[config.mk]
export PLATFORM = sky130hd
export DESIGN_NAME = inst_fetch
export DESIGN_NICKNAME = d
export VERILOG_FILES = /design/src/rtl/inst_fetch_pkg.sv /design/src/rtl/inst_fetch.sv
export SDC_FILE = /design/constraint.sdc
export NUM_CORES = 1
export LEC_CHECK = 0
export ABC_AREA = 1
export CAP_MARGIN = 20
export CORE_ASPECT_RATIO = 1.25
export CORE_MARGIN = 4
export CORE_UTILIZATION = 40
export DETAILED_ROUTE_END_ITERATION = 6
export SYNTH_ARGS = -nofsm -noshare
export SYNTH_HDL_FRONTEND = slang
export SYNTH_SLANG_ARGS = --single-unit
[constraint.sdc]
create_clock -name CLK -period 2.2 [get_ports CLK]
set_clock_uncertainty 0.1 [all_clocks]
set_input_delay 0.66 -clock CLK [delete_from_list [all_inputs] [get_ports CLK]]
set_output_delay 0.66 -clock CLK [all_outputs]
set_load 0.01 [all_outputs]
[src/rtl/inst_fetch_pkg.sv]
// inst_fetch_pkg: shared core constants (NOP, opcodes) and fetch state encoding
package inst_fetch_pkg;
    localparam logic [31:0] NOP       = 32'h00000013;
    localparam logic [6:0]  OP_LUI    = 7'b0110111;
    localparam logic [6:0]  OP_AUIPC  = 7'b0010111;
    localparam logic [6:0]  OP_JAL    = 7'b1101111;
    localparam logic [6:0]  OP_JALR   = 7'b1100111;
    localparam logic [6:0]  OP_BRANCH = 7'b1100011;
    localparam logic [6:0]  OP_LOAD   = 7'b0000011;
    localparam logic [6:0]  OP_STORE  = 7'b0100011;
    localparam logic [6:0]  OP_IMM    = 7'b0010011;
    localparam logic [6:0]  OP_REG    = 7'b0110011;
    typedef enum logic [1:0] {FETCH, HOLD, DRAIN} fetch_state_e;
endpackage

[src/rtl/inst_fetch.sv]
// inst_fetch: single-outstanding instruction fetch with stall buffer and redirect drain
module inst_fetch
    import inst_fetch_pkg::*;
#(
    parameter logic [63:0] RESET_PC = 64'h0
) (
    input  logic        CLK,
    input  logic        reset,
    output logic        imem_req,
    output logic [63:0] imem_addr,
    input  logic        imem_ack,
    input  logic [31:0] imem_rdata,
    input  logic        stall,
    input  logic        redirect_en,
    input  logic [63:0] redirect_pc,
    output logic [31:0] inst,
    output logic [63:0] PC_o,
    output logic        inst_valid,
    output logic [31:0] fetch_count
);
    fetch_state_e state, state_n;
    logic [63:0] pc, pc_n, req_addr, req_addr_n, buf_pc, buf_pc_n, pc_o_n;
    logic [31:0] buf_inst, buf_inst_n, inst_n, count_n;
    logic        valid_n;

    assign imem_req  = !reset && state != HOLD;
    assign imem_addr = req_addr;

    always_comb begin
        state_n    = state;
        pc_n       = pc;
        inst_n     = inst;
        pc_o_n     = PC_o;
        valid_n    = inst_valid;
        count_n    = fetch_count;
        buf_inst_n = buf_inst;
        buf_pc_n   = buf_pc;
        if (redirect_en) begin
            // an unacknowledged request must still be drained before refetching
            state_n    = (state != HOLD && !imem_ack) ? DRAIN : FETCH;
            pc_n       = redirect_pc & ~64'h3;
            inst_n     = NOP;
            valid_n    = 1'b0;
            buf_inst_n = '0;
            buf_pc_n   = '0;
        end else begin
            case (state)
                FETCH: begin
                    if (imem_ack) begin
                        pc_n = req_addr + 64'd4;
                        if (stall) begin
                            buf_inst_n = imem_rdata;
                            buf_pc_n   = req_addr;
                            state_n    = HOLD;
                        end else begin
                            inst_n  = imem_rdata;
                            pc_o_n  = req_addr;
                            valid_n = 1'b1;
                            count_n = fetch_count + 32'd1;
                        end
                    end else if (!stall) begin
                        inst_n  = NOP;
                        valid_n = 1'b0;
                    end
                end
                HOLD: begin
                    if (!stall) begin
                        inst_n  = buf_inst;
                        pc_o_n  = buf_pc;
                        valid_n = 1'b1;
                        count_n = fetch_count + 32'd1;
                        state_n = FETCH;
                    end
                end
                default: state_n = imem_ack ? FETCH : DRAIN;
            endcase
        end
        req_addr_n = state_n == FETCH ? pc_n : req_addr;
    end

    always_ff @(posedge CLK) begin
        if (reset) begin
            state       <= FETCH;
            pc          <= RESET_PC;
            req_addr    <= RESET_PC;
            inst        <= NOP;
            PC_o        <= '0;
            inst_valid  <= 1'b0;
            fetch_count <= '0;
            buf_inst    <= '0;
            buf_pc      <= '0;
        end else begin
            state       <= state_n;
            pc          <= pc_n;
            req_addr    <= req_addr_n;
            inst        <= inst_n;
            PC_o        <= pc_o_n;
            inst_valid  <= valid_n;
            fetch_count <= count_n;
            buf_inst    <= buf_inst_n;
            buf_pc      <= buf_pc_n;
        end
    end
endmodule
=== Word level (Yosys, flattened, before mapping) ===
Index checks and enable logic that the tools add are counted.

* Register bits: 355
* Input port bits: 101
* Output and inout port bits: 194

* $add $sub $neg: 2
* Equality and inequality tests: 6
* Multiplexer cells: 26
* Bitwise logic cells: 1
* Reduce and logical (&&, ||, !) cells: 13

{| class="wikitable"
|+ Operators by type and width
! operator !! count
|-
| two-way mux 64 bit || 6
|-
| two-way mux 32 bit || 6
|-
| case mux 32 bit (2 select lines) || 2
|-
| case mux 64 bit (2 select lines) || 1
|-
| adder 64 x 3 -> 64 bit (second input constant) || 1
|-
| adder 32 x 1 -> 32 bit (second input constant) || 1
|-
| two-way mux 2 bit || 6
|-
| AND reduction 3 bit || 3
|-
| inequality test 2 bit (second input constant) || 3
|-
| AND reduction 5 bit || 1
|-
| logical NOT 2 bit || 2
|-
| case mux 2 bit (2 select lines) || 1
|-
| two-way mux 1 bit || 3
|-
| inequality test 3 bit (second input constant) || 1
|-
| equality test 2 x 1 -> 1 bit (second input constant) || 1
|-
| logical AND 1 bit || 2
|-
| logical NOT 1 bit || 2
|-
| inequality test 2 x 1 -> 1 bit (second input constant) || 1
|-
| case mux 1 bit (2 select lines) || 1
|-
| AND reduction 2 bit || 1
|-
| nonzero test 2 bit || 1
|-
| OR reduction 2 bit || 1
|-
| NOT 1 bit || 1
|}

=== Logic depth before layout (Yosys ltp) ===
Gate-level depths: netlist of the first run.

* Depth in word-level cells: 5
* Depth in mapped cells: 13
* Mapped depth without buffers: 13

=== Worst setup path after synthesis of the first run ===
Ideal clock, no wire load.

* Path type: input -> output
* From: input port reset
* To: output port imem_req
* Arrival: 1325 ps
* Data required time: 1440 ps
* Slack: 115 ps
* Stages on the path: 3
* Path buffers: 2
* Path through: clkbuf_1 buf_1 nor2_1

* Longest elaborated chain between the ends: 2

{| class="wikitable"
|+ Ends and longest elaborated chain
! element !! RTL line !! text
|-
| from (decl) || inst_fetch.sv:8 || <nowiki>input logic reset,</nowiki>
|-
| logical NOT 1 bit || inst_fetch.sv:26 || <nowiki>assign imem_req = !reset && state != HOLD;</nowiki>
|-
| logical AND 1 bit || inst_fetch.sv:26 ||
|-
| to (decl) || inst_fetch.sv:9 || <nowiki>output logic imem_req,</nowiki>
|}

Every way passes these cells.

=== Worst setup path after layout of the first run ===
* From: register inst[12]
* To: output port inst[12]

{| class="wikitable"
|+ RTL lines
! element !! RTL line !! text
|-
| from (decl) || inst_fetch.sv:16 || <nowiki>output logic [31:0] inst,</nowiki>
|-
| from (signal assigned) || inst_fetch.sv:96 || <nowiki>inst <= inst_n;</nowiki>
|}

No word-level cell between the ends.

==> reports/results.ini, run 1 <==
[worst_setup_path]
worstSetupEndpoint=inst[12]
cp-start-kind=flop
crit_fanout=2
r2r_end=imem_addr[62]$_SDFFE_PP0N_
arrival_ns=1.41
path_buf_inv=1
max_stage_delay_ns=0.54
rr_worst_depth=13
rrSetupSlack_ns=0.11
crit_start=inst[12]$_SDFFE_PP0P_
cp_num_cells=1
worstPathCellList=clkdlybuf4s50_1
end_kind=output pin
crit_family=buffers and inverters
cp.required_ns=1.44
r2r_start=imem_addr[3]$_SDFFE_PP0N_
slowest_stage=clkdlybuf4s50_1
critPathKind=reg -> out

[global_route]
grt_pass1_wl_um=98500
grt_max_degree=102
grt_pass1_vias=17200
antenna_found_initial=0
grtUsageTotal=0.273
gr-total-overflow=0

[flow_run]
drv_cap=0

[placement]
portBuffers=292
gp_congestion=0.943
dp.cells=3385
dp_slack_ns=-0.370
placedInstanceArea_mm2=0.0217
hpwl_um=47600

[synth]
syn_avg_cell_area_um2=6.74
netlist_area_mm2=0.0167
synth-edff-count=0
ys_async_sr_fraction=0
synth_top_area_share=0.425
postSynthNetCount=2584
ys_types=39
syn_inst=2481
yosysTopAreaCell=dfxtp_1
yosys-top-cells-area=dfxtp_1, nand2_1, o21ai_0
ys_warn_count=0
yosysSeqAreaShare=0.425
synth_seq_cells=355
synth-main-ff-cell=dfxtp_1

[layout]
antennaDiodeCount=0
fill_cells=4158
drive_gt1_frac=0.129
syn_to_final_growth_pct=37.5
layout.cells.non_filler=3452
nets=2977
final_area_mm2=0.0230

[die]
ioPinCount=295
die_h_um=237
dieWidth_um=191
rows=83
initial_core_util=0.406
core_area_mm2=0.0412
dieArea_mm2=0.0452

[clock_network]
clkLatencyLatePin_ns=0.54
cts_tree=done
clockBufferDepth=3
cts_made_buffers=37
root_buffer=clkbuf_16
clkSinkCount=355
postCtsHoldBufs=0
cts.clk_slew.worst_paths_ns=0.06
h-tree-depth=2

[route]
wl_per_cell_um=18.5
routed_wl_um=63700
drcViolationCount=0
via_per_inst=5.13
dr.pass1.iters=5
drt_iter0_drc=804
drt.antenna.violating_nets=0
via_count=17700

[timing]
max_clock_freq_mhz=462
final.setup.tns_ns=0
hold_viol_final=0
post-route-period-util=0.984
rsz0062_at_grt=true
tightest_slew_ns=0.526
setup_ws_ns=0.0348
slew_headroom=0.649
drv_slew=0
setup_viol=0
finalCriticalPeriod_ns=2.17

[outcome]
status=complete, no violations

[hold_path]
hp-class=reg -> reg

[power]
powerDensity_mw_per_mm2=704
cellLeakagePower_nw=10.7
p_total_mw=16.2
ir_drop_mv=0.598

sequential cells by signal, indices dropped and copies added, names as in the netlist:
name	count
pc	64
PC_o	64
state	2
buf_inst	32
imem_addr	64
inst_valid	1
inst	32
fetch_count	32
buf_pc	64
synthesized netlist by cell type (10+ instances only):
library cell	number
nand3_1	143
clkbuf_1	79
inv_1	203
buf_2	51
nand2_1	577
nor3_1	24
o21ai_0	276
dfxtp_1	355
a31oi_1	65
a21oi_1	237
buf_1	10
nand4_1	22
o21ai_1	11
a211oi_1	15
nor2_1	314
xor2_1	26
area by class of cell:
class                           count  area (um^2)  area share
Clock inverter                     16          218     0.00947
Multi-Input combinational cell   1766         8250       0.359
Timing Repair Buffer              500         4830       0.210
Tap cell                          552          691      0.0300
Clock buffer                       49         1020      0.0444
Sequential cell                   355         7180       0.312
Inverter                          214          806      0.0350
per-stage QoR:
step / utilization / hold WS [ns]
3_5_place_dp: 0.526 / 0.358
3_3_place_gp: 0.526 / 0.352
2_1_floorplan: - / 0.350
4_1_cts: 0.553 / 0.372
6_report: 0.558 / 0.359
5_1_grt: 0.558 / 0.395
logic make-up (layout without fill, tap and decap cells):
logic type                 Yosys count  count (layout)  share of synthesized area
and+or+nand+nor                   1106            1106                      0.272
AOI/OAI and AO/OA                  625             625                      0.199
buffers and inverters              360             779                     0.0860
DFF                                355             355                      0.425
xor gates and xnor gates            33              33                     0.0173
adders and majority gates            2               2                    0.00150
timing repair:
item                       in CTS  in global routing
setup buffers                   0                  2
resized for setup             194                 66
pin swaps                       0                  4
setup endpoints to repair     140                 72
power by group:
group	total, mW	switching [mW]	internal [mW]
clock network	6.53	2.67	3.86
logic	2.58	1.48	1.10
registers	7.08	0.264	6.81
worst reg2reg max path, cell delays in order (launching register included):
cell	delay (ns)
dfxtp_2	0.33
ha_2	0.20
nand2_2	0.09
nor2_4	0.16
buf_12	0.13
nand3_1	0.25
nor2_1	0.21
buf_4	0.19
nand3_1	0.08
nand3_1	0.08
nand2_1	0.07
nand3_1	0.07
nand2_1	0.05
inv_1	0.04
per-layer routing:
layer  vias up  global-route usage  wire length (um)
met3       107              0.0416              3150
met5         -                   0                 0
li1       8905                   -                 -
met2       482               0.479             31300
met1      8198               0.337             26600
met4         0               0.106              2660
cells in the final DEF, fill, tap and decap left out, drive strengths merged:
master,n
and2,1
inv,215
nor2,328
clkinvlp,2
a31oi,65
clkbuf,50
buf,210
o211ai,10
o221ai,1
nor3,25
a211oi,15
o21ai,287
a22oi,1
dfxtp,355
clkdlybuf4s50,108
xnor2,7
a21boi,1
bufinv,5
a21o,1
xor2,26
o31ai,1
nand4,22
and3,1
clkdlybuf4s15,5
dlymetal6s2s,43
clkinv,8
or2,1
dlygate4sd2,133
a21oi,237
nand2,584
ha,2
o21bai,6
nand3,144
worst min path at each step:
| stage | cells after the start | start | to |
|---|---|---|---|
| after detailed placement | 2 | inst[0]$_SDFFE_PP1P_ | inst[0]$_SDFFE_PP1P_ |
| final | 2 | inst[0]$_SDFFE_PP1P_ | inst[0]$_SDFFE_PP1P_ |
| after global routing | 2 | buf_pc[22]$_SDFFE_PP0P_ | PC_o[22]$_SDFFE_PP0P_ |
| after CTS | 2 | inst[0]$_SDFFE_PP1P_ | inst[0]$_SDFFE_PP1P_ |
| after global placement | 2 | inst[0]$_SDFFE_PP1P_ | inst[0]$_SDFFE_PP1P_ |
| after floorplan | 2 | buf_inst[16]$_SDFFE_PP0P_ | buf_inst[16]$_SDFFE_PP0P_ |
Note: power is estimated with default switching activity, not from simulation.
==> inputs of run 2 (changes only) <==
ABC_CLOCK_PERIOD_IN_PS = 2200   (was default)
==> results of run 2 <==
No change in the layout: final DEF, timing and power equal those of run 1.
